<file path="src/rtl/parallel_to_serial.sv">
// parallel_to_serial: accepts an N-bit word over valid/ready and shifts it out
// LSB first on serial_out, one bit per clk. Back-to-back words stream with no gap.
// Optional feature macro: PARITY_EN appends one even-parity bit to every frame
// (frame length N+1). Without it frames are exactly N bits long.
module parallel_to_serial #(
  parameter int N     = 8,
  parameter int CNT_W = $clog2(N + 1)
) (
  input  logic         clk,
  input  logic         reset,
  input  logic [N-1:0] data_in,
  input  logic         in_valid,
  output logic         in_ready,
  output logic         serial_out,
  output logic         busy,
  output logic         frame_tick
);

`ifdef PARITY_EN
  localparam int L = N + 1;
`else
  localparam int L = N;
`endif

  localparam logic [CNT_W-1:0] LAST = CNT_W'(L - 1);

  typedef enum logic {
    IDLE,
    SHIFT
  } state_t;

  state_t         state;
  logic [L-1:0]   shift_reg;
  logic [CNT_W-1:0] count;
  logic           last;
  logic           accept;
  logic [L-1:0]   load_word;

  // Parity (when enabled) rides in the top bit of the shift register so it
  // falls out naturally on the cycle after bit N-1.
`ifdef PARITY_EN
  assign load_word = {^data_in, data_in};
`else
  assign load_word = data_in;
`endif

  // Handshake and status outputs are decoded purely from registered state.
  assign last       = (state == SHIFT) && (count == LAST);
  assign in_ready   = (state == IDLE) || last;
  assign accept     = in_valid && in_ready;
  assign busy       = (state == SHIFT);
  assign frame_tick = last;
  assign serial_out = busy & shift_reg[0];

  // Frame sequencer: load on accept, shift right with zero fill, reload on the
  // last bit when a new word is offered so frames stay contiguous.
  always_ff @(posedge clk or posedge reset) begin
    if (reset) begin
      state     <= IDLE;
      shift_reg <= '0;
      count     <= '0;
    end else begin
      case (state)
        IDLE: begin
          if (accept) begin
            shift_reg <= load_word;
            count     <= '0;
            state     <= SHIFT;
          end
        end
        SHIFT: begin
          if (accept) begin
            shift_reg <= load_word;
            count     <= '0;
          end else if (last) begin
            shift_reg <= '0;
            count     <= '0;
            state     <= IDLE;
          end else begin
            shift_reg <= shift_reg >> 1;
            count     <= count + CNT_W'(1);
          end
        end
        default: begin
          state <= IDLE;
        end
      endcase
    end
  end

endmodule

</file>
<file path="config.mk">
export PLATFORM = sky130hd
export DESIGN_NAME = parallel_to_serial
export DESIGN_NICKNAME = d
export VERILOG_FILES = /design/src/rtl/parallel_to_serial.sv
export SDC_FILE = /design/constraint.sdc
export NUM_CORES = 1
export LEC_CHECK = 0
export BUFFER_PORTS_ARGS = -buffer_cell sky130_fd_sc_hd__buf_4
export CORE_MARGIN = 2
export CORE_UTILIZATION = 45
export DETAILED_ROUTE_END_ITERATION = 7
export PLACE_DENSITY_LB_ADDON = 0.15
export SLEW_MARGIN = 15
export SYNTH_ARGS = -nofsm -noshare
export SYNTH_HDL_FRONTEND = slang
export SYNTH_SLANG_ARGS = --single-unit
</file>
<file path="constraint.sdc">
create_clock -name clk -period 3.8 [get_ports clk]
set_input_delay 0.38 -clock clk [delete_from_list [all_inputs] [get_ports clk]]
set_output_delay 0.38 -clock clk [all_outputs]
set_load 0.01 [all_outputs]
</file>
* After elaboration in Yosys (flattened, before gate mapping) *
Index checks and enable logic that the tools add are counted.

cells by class
  $add $sub $neg = 1
  equal/unequal tests = 2
  multiplexer cells = 12
  bitwise logic cells = 2
  reduce and logical (&&, ||, !) cells = 3

operators with widths
  kind                                                  count
  two-way mux 8 bit                                     2
  case mux 8 bit (2 select lines)                       1
  two-way mux 4 bit                                     3
  case mux 4 bit (2 select lines)                       1
  two-way mux 7 bit                                     1
  adder 4 x 1 -> 4 bit (second input constant)          1
  equality test 4 x 3 -> 1 bit (second input constant)  1
  two-way mux 1 bit                                     3
  logical AND 1 bit                                     2
  inequality test 2 bit (second input constant)         1
  case mux 1 bit (2 select lines)                       1
  bitwise AND 1 bit                                     1
  logical OR 1 bit                                      1
  inverter 1 bit                                        1

storage, ports and cells
  register bits after elaboration = 13
  input port bits = 11
  output and inout bits = 4
  word-level logic and storage cells = 23

* Longest topological paths before layout *
Gate-level depths: netlist (run 1).

  word-level depth = 6
  mapped depth = 6
  depth with buffers taken out = 5

* Worst setup path after synthesis (run 1) *
OpenSTA, ideal clock, no wires.

  path type = register to output
  start = register count[0]
  end = output in_ready
  data arrival time = 1,049 ps
  data required time = 3,420 ps
  slack = 2,371 ps
  stages on the path, launching flop included = 6
  buffers on the path = 1
  path through = dfrtp_1 ha_1 nand3b_4 and2_4 buf_6 inv_1

between the ends
  word-level cells in the longest chain between the ends = 3

RTL lines
  item                          line  text
  start, declared               34    logic [CNT_W-1:0] count;
  start signal, assigned        81    count <= count + CNT_W'(1);
  equality test 4 x 3 -> 1 bit  48    assign last = (state == SHIFT) && (count == LAST);
  logical AND 1 bit             48
  logical OR 1 bit              49    assign in_ready = (state == IDLE) || last;
  end, declared                 13    output logic in_ready,

Every way passes these cells.

* Worst setup path after layout (run 1) *
  start = register state, in the netlist busy
  end = output in_ready

between the ends
  word-level cells in the longest chain between the ends = 2
  elaborated cells on any way between the ends = 3
  those cells by class = 1 x bitwise; 2 x reduce/logical

RTL lines
  item                                                 line  text
  start, declared                                      32    state_t state;
  start signal, assigned                               59    state <= IDLE;
  start signal, assigned                               68    state <= SHIFT;
  start signal, assigned                               78    state <= IDLE;
  logical AND 1 bit or inverter 1 bit (tied branches)  -
  logical OR 1 bit (*)                                 49

Every way passes the cells marked *; elsewhere a longest branch is shown, timed or not.

==> impl_metrics.ini, run 1 <==
[outcome]
status = finished clean

[routing]
wirelength_um = 1300
vias = 525
post_drt_wl_per_cell_um = 14.1
drtPass1Iterations = 4
drc_errors = 0
antenna_left = 0
drtIter0Drc = 8
via_per_inst = 5.71

[critical_path]
crit_chain = and2_4 -> inv_1 -> buf_4
critical_path_class = reg -> out
startpoint_type = register
worstSetupStartpoint = busy
regToRegSetupSlack_ps = 2330
max_stage_delay_ps = 680
r2r-end = shift_reg[4]
crit_path_end_kind = output port
r2r_cells = 4
required_ps = 3420
arrival_ps = 1490
crit_fanout = 17
slowest_stage = dfrtp_1
r2r-start = count[0]

[grt]
grt_pass1_wl_um = 2110
grtUsageMet2_pct = 23.0
top_usage_layer = met2
antenna_found_initial = 0
grt_pass1_vias = 485
grt_start_max_net_pins = 18
met3_usage_pct = 3.02
grt_overflow_total = 0
grt_use_total_pct = 15.4
met1_usage_pct = 21.0

[placed_design]
dp_worst_setup_slack_ps = 2250
post-place-cells = 88
hpwl_um = 928
placed_cell_area_um2 = 774
globalplace.congestion = 0.706
io_buffers = 14

[die]
die-area_um2 = 1820
fp-row-count = 13
die_x_um = 42.6
io_pins = 15
die-height_um = 42.6
initial_utilization_pct = 49.8
fp.coreArea_um2 = 1350

[power]
p_comb_share_pct = 35.8
power.density_nw_per_um2 = 635
p_sw_mw = 0.179
p_leak_nw = 0.420
switching_share_pct = 35.2
power.internal_mw = 0.330
power.share.clock_pct = 17.2
p_seq_share_pct = 47.0
ir_worst_vdd_uv = 344

[timing]
slew_headroom_pct = 63.8
worst_pin_slew_ps = 541
finalSetupViolCount = 0
rsz0062_at_grt = false
fin_ws_ps = 1930
final_hold_viol_count = 0
drv_slew = 0
min_period_over_period_pct = 49.2
finClkSkew_ps = 8.01
finalCriticalPeriod_ps = 1870
fmax_mhz = 535
tns_ps = 0

[synth]
ys_warn_count = 0
synth_commonest_cells = dfrtp_1, nor2_1, mux2i_1
syn_area_um2 = 672
synth_most_common_cell = dfrtp_1
synthCells = 62
yosys.area.top_type_share_pct = 48.4
yosysTopAreaCell = dfrtp_1
async_flop_share_pct = 100
ys_top_cells_by_area = dfrtp_1, mux2i_1, a221o_1, nor2_1, nand3b_4
synthDistinctLibCells = 19
synth_fp_nets = 74
synth-main-ff-cell = dfrtp_1
synth.ff_latch_count = 13
syn_area_per_cell_um2 = 10.8
ys_seq_area_share_pct = 48.4
synth_edf_count = 0

[clock_network]
clk_pin_slew_ps = 90
clock_path_buffers = 2
insertion_delay_ps = 280
cts.repair.resized = 0
cts_sinks = 13
numCtsBuffers = 3
cts_setup_buffers = 0
postCtsHoldBufs = 0
cts-root-buf = clkbuf_4
cts_tree = yes
h-tree-depth = 1

[finish]
nNetsFinal = 90
area_delta_synth_final_pct = 19.4
largest_reg_flops = 8
finalNonFillerCells = 92
final_layout_size_suffix_gt1_share_pct = 26.0
final_area_um2 = 802
utilization_pct = 59.4
num_antenna_cells = 0

[job]
max_cap_violations = 0

[min_path]
hold_path_class = in -> async
## stage by stage
| step | hold WS, ps | power (mW) |
|---|---|---|
| floorplan | 257 | 0.376 |
| global placement | 444 | 0.424 |
| detailed placement | 450 | 0.426 |
| CTS | 150 | 0.512 |
| global route | 184 | 0.544 |
| finish | 121 | 0.509 |
## area by class of cell
| type | count | area, µm² |
|---|---|---|
| fillers | 115 | 548 |
| flip-flops and latches | 13 | 325 |
| multi-input cells | 42 | 310 |
| repair buffers | 14 | 105 |
| clock buffers | 3 | 22.5 |
| well taps | 15 | 18.8 |
| inverters | 4 | 15.0 |
| clock inverters | 1 | 5.00 |
## critical path: cells and delay by family (launching register included)
| family | cells | cell delay [ps] |
|---|---|---|
| buffers and inverters | 2 | 230 |
| DFF | 1 | 680 |
| and+or+nand+nor | 1 | 300 |
## power groups by stage
stage	sequential (mW)	clock, mW	combinational [mW]
floorplan	0.226	0	0.150
global placement	0.239	0	0.184
detailed placement	0.241	0	0.185
CTS	0.238	0.0880	0.185
global route	0.245	0.0932	0.206
finish	0.239	0.0876	0.182
## per-layer routing
metal,vias up,part of all wire (%)
met1,254,49
met2,8,47
met4,0,1.2
met5,-,0
li1,261,-
met3,2,3.4
## placed cells by master, fill, tap and decap left out
master     count
a221o_1        7
a31oi_1        1
and2_1         1
and2_4         1
buf_4         14
clkbuf_4       3
clkinv_2       1
dfrtp_1       13
ha_1           1
inv_1          4
mux2i_1        8
nand2_1        3
nand3_1        3
nand3b_4       1
nor2_1         9
nor3b_1        1
o211ai_1       1
o21ai_0        3
o2bb2ai_1      1
o31ai_1        1
## cells by family after synthesis
family | synth area share (%)
DFF | 48.4
muxes | 11.9
buffers and inverters | 5.40
AOI/OAI and AO/OA | 17.1
and+or+nand+nor | 15.3
adders and majority gates | 1.86
## worst max path at each step
stage | cells past startpoint | end | slack, ps
6_report | 3 | in_ready | 1930
5_1_grt | 3 | in_ready | 1860
4_1_cts | 5 | in_ready | 1940
3_5_place_dp | 3 | in_ready | 2250
3_3_place_gp | 3 | in_ready | 2260
2_1_floorplan | 5 | in_ready | 2370
No activity file was read; power rests on OpenSTA's default activity.
==> inputs of run 2 (changes only) <==
Clock period 3.8 ns to 1.8 ns, I/O delays scaled along.
==> run 2 against run 1 <==
  * Worst hold slack better by 9.4 ps
  * Cell area is 3.0% higher
  * Critical path depth up 2
  * Sequential share of layout area shrank 1.2 points
  * Highest routed layer unchanged
  * Global-route usage grew 2.0 points
  * Via count grew 1.9%
  * Combinational power grew 130%
  * Count of clock-buffer cells in the layout grew 1
  * Largest cell class unchanged
  * Largest power group unchanged
  * Flip-flop and latch count did not move
  * Final cell count up 3.3%
==> impl_metrics.ini, run 2 (same netlist as run 1, synthesis figures left out) <==
[die]
die-height_um = 42.6
die_x_um = 42.6
io_pins = 15
fp.coreArea_um2 = 1350
fp-row-count = 13
initial_utilization_pct = 49.8
die-area_um2 = 1820

[grt]
grt_overflow_total = 0
grt_use_total_pct = 17.4
grt_pass1_vias = 517
grt_start_max_net_pins = 14
grt_pass1_wl_um = 2320
antenna_found_initial = 0

[timing]
final_hold_viol_count = 0
slew_headroom_pct = 67.3
finalCriticalPeriod_ps = 1640
min_period_over_period_pct = 91.2
whs_ps = 130
fmax_mhz = 609
drv_slew = 0
finalSetupViolCount = 0
tns_ps = 0
finClkSkew_ps = 8.23
rsz0062_at_grt = false
worst_pin_slew_ps = 490

[critical_path]
crit_fanout = 8
crit_family = flip-flops
critical_path_class = reg -> out
required_ps = 1620
arrival_ps = 1460
crit_path_end_kind = output port
critPathBufInv = 2
slowest_stage = dfrtp_1
startpoint_type = register
max_stage_delay_ps = 420
crit_chain = ha_1 -> nand3b_4 -> and2_4 -> inv_1 -> buf_4

[routing]
top_layer_used = met4
drtPass1Iterations = 3
wl_met1_um = 665
post_drt_wl_per_cell_um = 15.0
antenna_left = 0
dr_wl_met2_um = 688
drtIter0Drc = 15
wirelength_um = 1420
drc_errors = 0
via_per_inst = 5.63
routed-wl-met3_um = 52
vias = 535

[power]
p_leak_nw = 0.431
ir_worst_vdd_uv = 915
power.density_nw_per_um2 = 1330

[finish]
largest_reg_flops = 8
finalNonFillerCells = 95
num_antenna_cells = 0
nNetsFinal = 93
n_fill_cell = 115
final_layout_size_suffix_gt1_share_pct = 26.3
final_common_cell = buf_4
area_delta_synth_final_pct = 22.9
layout_common_cells = buf_4, dfrtp_1, nor2_1

[clock_network]
h-tree-depth = 1
cts-root-buf = clkbuf_4
insertion_delay_ps = 280
clk_pin_slew_ps = 90
clock_path_buffers = 2
numCtsBuffers = 3
cts_sinks = 13
cts_tree = yes
cts_setup_buffers = 0

[placed_design]
io_buffers = 14
globalplace.congestion = 0.827
hpwl_um = 1010
post-place-cells = 90

[job]
max_cap_violations = 0

[outcome]
status = finished clean

[min_path]
hold_path_class = in -> reg
-- run 2: changes by cell type in the layout (fill, tap and decap cells not counted) --
cell,delta
dlygate4sd3_1,+1
clkinv_2,-1
buf_4,+2
clkbuf_1,+1
-- run 2: where the power goes --
| part | internal (mW) | switching [mW] | total [mW] | leakage (nW) |
|---|---|---|---|---|
| clock network | 0.0859 | 0.0977 | 0.184 | 0.0150 |
| logic | 0.221 | 0.192 | 0.413 | 0.250 |
| registers | 0.403 | 0.0984 | 0.502 | 0.166 |
| total | 0.710 | 0.388 | 1.10 | 0.431 |
-- run 2: worst reg2reg max path, cell delays in order (launching register included) --
cell,delay [ps]
dfrtp_1,400
ha_1,230
nand3b_4,100
and2_4,200
a221o_1,350
-- run 2: what timing repair did --
| item | 4_1_cts | 5_1_grt |
|---|---|---|
| resized for setup | 0 | 0 |
| endpoints found under the hold margin | 13 | 0 |
| hold buffers | 1 | 0 |
-- run 2: path summary, 6_finish.rpt --
path / start / to / slack [ps] / cells after the start
setup / recovery: count[1] / in_ready / 160 / 5
hold / removal: data_in[7] / shift_reg[7] / 130 / 2
setup reg to reg: count[1] / shift_reg[6] / 400 / 4
hold reg to reg: shift_reg[6] / shift_reg[5] / 520 / 1
max in group asynchronous: reset / shift_reg[6] / 980 / 3
min in group asynchronous: reset / shift_reg[5] / 480 / 3
-- run 2: cell type report --
class / count / area (µm²) / area share (%)
inverter: 4 / 15.0 / 1.82
timing repair buffer: 17 / 130 / 15.8
tap: 15 / 18.8 / 2.27
clock buffer: 4 / 26.3 / 3.18
multi-input combinational: 42 / 310 / 37.6
sequential: 13 / 325 / 39.4
-- run 2: metrics by stage --
step	total power [mW]	cell area (µm²)	util, %	setup WS, ps
2_1_floorplan	0.794	672	-	425
3_3_place_gp	0.905	790	58.5	454
3_5_place_dp	0.920	790	58.5	435
4_1_cts	1.11	826	61.2	157
5_1_grt	1.17	826	61.2	73.2
6_report	1.10	826	61.2	158
-- run 2: layer usage --
metal | vias to the layer above | track usage (%)
met5 | - | 0
met4 | 0 | 3.75
met3 | 2 | 7.76
met2 | 10 | 26.7
met1 | 258 | 22.5
li1 | 265 | -
==> inputs of run 3 (changes only) <==
Settings changed: RECOVER_POWER set to 50.
==> run 3 against run 2 <==
  * First-iteration DRC count decreased by 6.7%
  * Register-to-register slack about the same
  * Highest routed layer unchanged
  * Die area is the same
  * Clock power hardly changed
  * Global-route usage unchanged
==> impl_metrics.ini, run 3 (same netlist as run 1, synthesis figures left out) <==
[finish]
num_antenna_cells = 0
largest_reg_flops = 8
multi_input_area_um2 = 310
n_fill_cell = 115
utilization_pct = 60.9
final_common_cell = buf_4
final_area_um2 = 822
layout_common_cells = buf_4, dfrtp_1, nor2_1
finalNonFillerCells = 95
final_layout_size_suffix_gt1_share_pct = 25.0
nNetsFinal = 93
seq_area_um2 = 325
area_delta_synth_final_pct = 22.3

[die]
initial_utilization_pct = 49.8
die-height_um = 42.6
die-area_um2 = 1820
io_pins = 15
fp-row-count = 13
die_x_um = 42.6
fp.coreArea_um2 = 1350

[routing]
post_drt_wl_per_cell_um = 15.0
wirelength_um = 1430
antenna_left = 0
vias = 538
drtIter0Drc = 14
via_per_inst = 5.66
drc_errors = 0
drtPass1Iterations = 4

[placed_design]
globalplace.congestion = 0.827
hpwl_um = 1010
io_buffers = 14
placed_cell_area_um2 = 790
post-place-cells = 90
dp_worst_setup_slack_ps = 435

[timing]
fmax_mhz = 610
min_period_over_period_pct = 91.0
finalSetupViolCount = 0
final_hold_viol_count = 0
slew_headroom_pct = 67.2
finClkSkew_ps = 8.23
whs_ps = 131
drv_slew = 0
fin_ws_ps = 162
rsz0062_at_grt = false
finalCriticalPeriod_ps = 1640
tns_ps = 0
worst_pin_slew_ps = 491

[power]
ir_worst_vdd_uv = 913
power_mw = 1.09
power.density_nw_per_um2 = 1330
p_leak_nw = 0.428

[grt]
antenna_found_initial = 0
grt_pass1_wl_um = 2320
grt_start_max_net_pins = 14
grt_use_total_pct = 17.4
grt_overflow_total = 0
grt_pass1_vias = 517

[clock_network]
clk_pin_slew_ps = 90
cts_tree = yes
cts-root-buf = clkbuf_4
cts_sinks = 13
numCtsBuffers = 3
clock_path_buffers = 2
h-tree-depth = 1
insertion_delay_ps = 280
cts.repair.resized = 0

[critical_path]
crit_path_end_kind = output port
max_stage_delay_ps = 420
crit_fanout = 8
slowest_stage = dfrtp_1
crit_chain = ha_1 -> nand3b_4 -> and2_4 -> inv_1 -> buf_4
startpoint_type = register
critical_path_class = reg -> out
required_ps = 1620
arrival_ps = 1460

[min_path]
hold_path_class = in -> reg

[job]
max_cap_violations = 0

[outcome]
status = finished clean
## run 3: final cells by class
| cell class | instances | area share (%) |
|---|---|---|
| flip-flops and latches | 13 | 39.6 |
| well taps | 15 | 2.28 |
| clock buffers | 4 | 3.20 |
| multi-input cells | 42 | 37.7 |
| repair buffers | 17 | 15.4 |
| inverters | 4 | 1.83 |
## run 3: path summary, 6_finish.rpt
check                                  start           end  slack (ps)  cells past startpoint
worst min-delay path              data_in[7]  shift_reg[7]         130                      2
worst min register to register  shift_reg[6]  shift_reg[5]         520                      1
min in group asynchronous              reset  shift_reg[5]         480                      3
max in group asynchronous              reset  shift_reg[6]         980                      3
worst max register to register      count[1]  shift_reg[6]         410                      4
worst max-delay path                count[1]      in_ready         160                      5
## run 3: worst max-delay path: cells and delay by family, from the launching register on
family	cells	cell delay [ps]
buf+inv	2	240
flops	1	420
simple gates	2	300
fa+ha+maj	1	230
## run 3: power breakdown
| part | total, mW | switching [mW] | leakage [nW] | internal (mW) |
|---|---|---|---|---|
| Combinational | 0.409 | 0.192 | 0.247 | 0.217 |
| Clock | 0.183 | 0.0974 | 0.0150 | 0.0859 |
| Sequential | 0.501 | 0.0982 | 0.166 | 0.403 |
| Total | 1.09 | 0.388 | 0.428 | 0.706 |
## run 3: what timing repair did
| item | CTS | global route |
|---|---|---|
| hold endpoints to repair | 13 | 0 |
| hold buffers | 1 | 0 |
| setup buffers | 0 | 0 |
| endpoints found under the setup margin | 0 | 0 |
## run 3: metal layers
| layer | global-route usage [%] | share of wire, % | wire length (µm) |
|---|---|---|---|
| met1 | 22.5 | 47 | 677 |
| met4 | 3.75 | 1.1 | 15 |
| met3 | 7.76 | 3.4 | 48 |
| met2 | 26.7 | 48 | 685 |
| met5 | 0 | 0 | 0 |
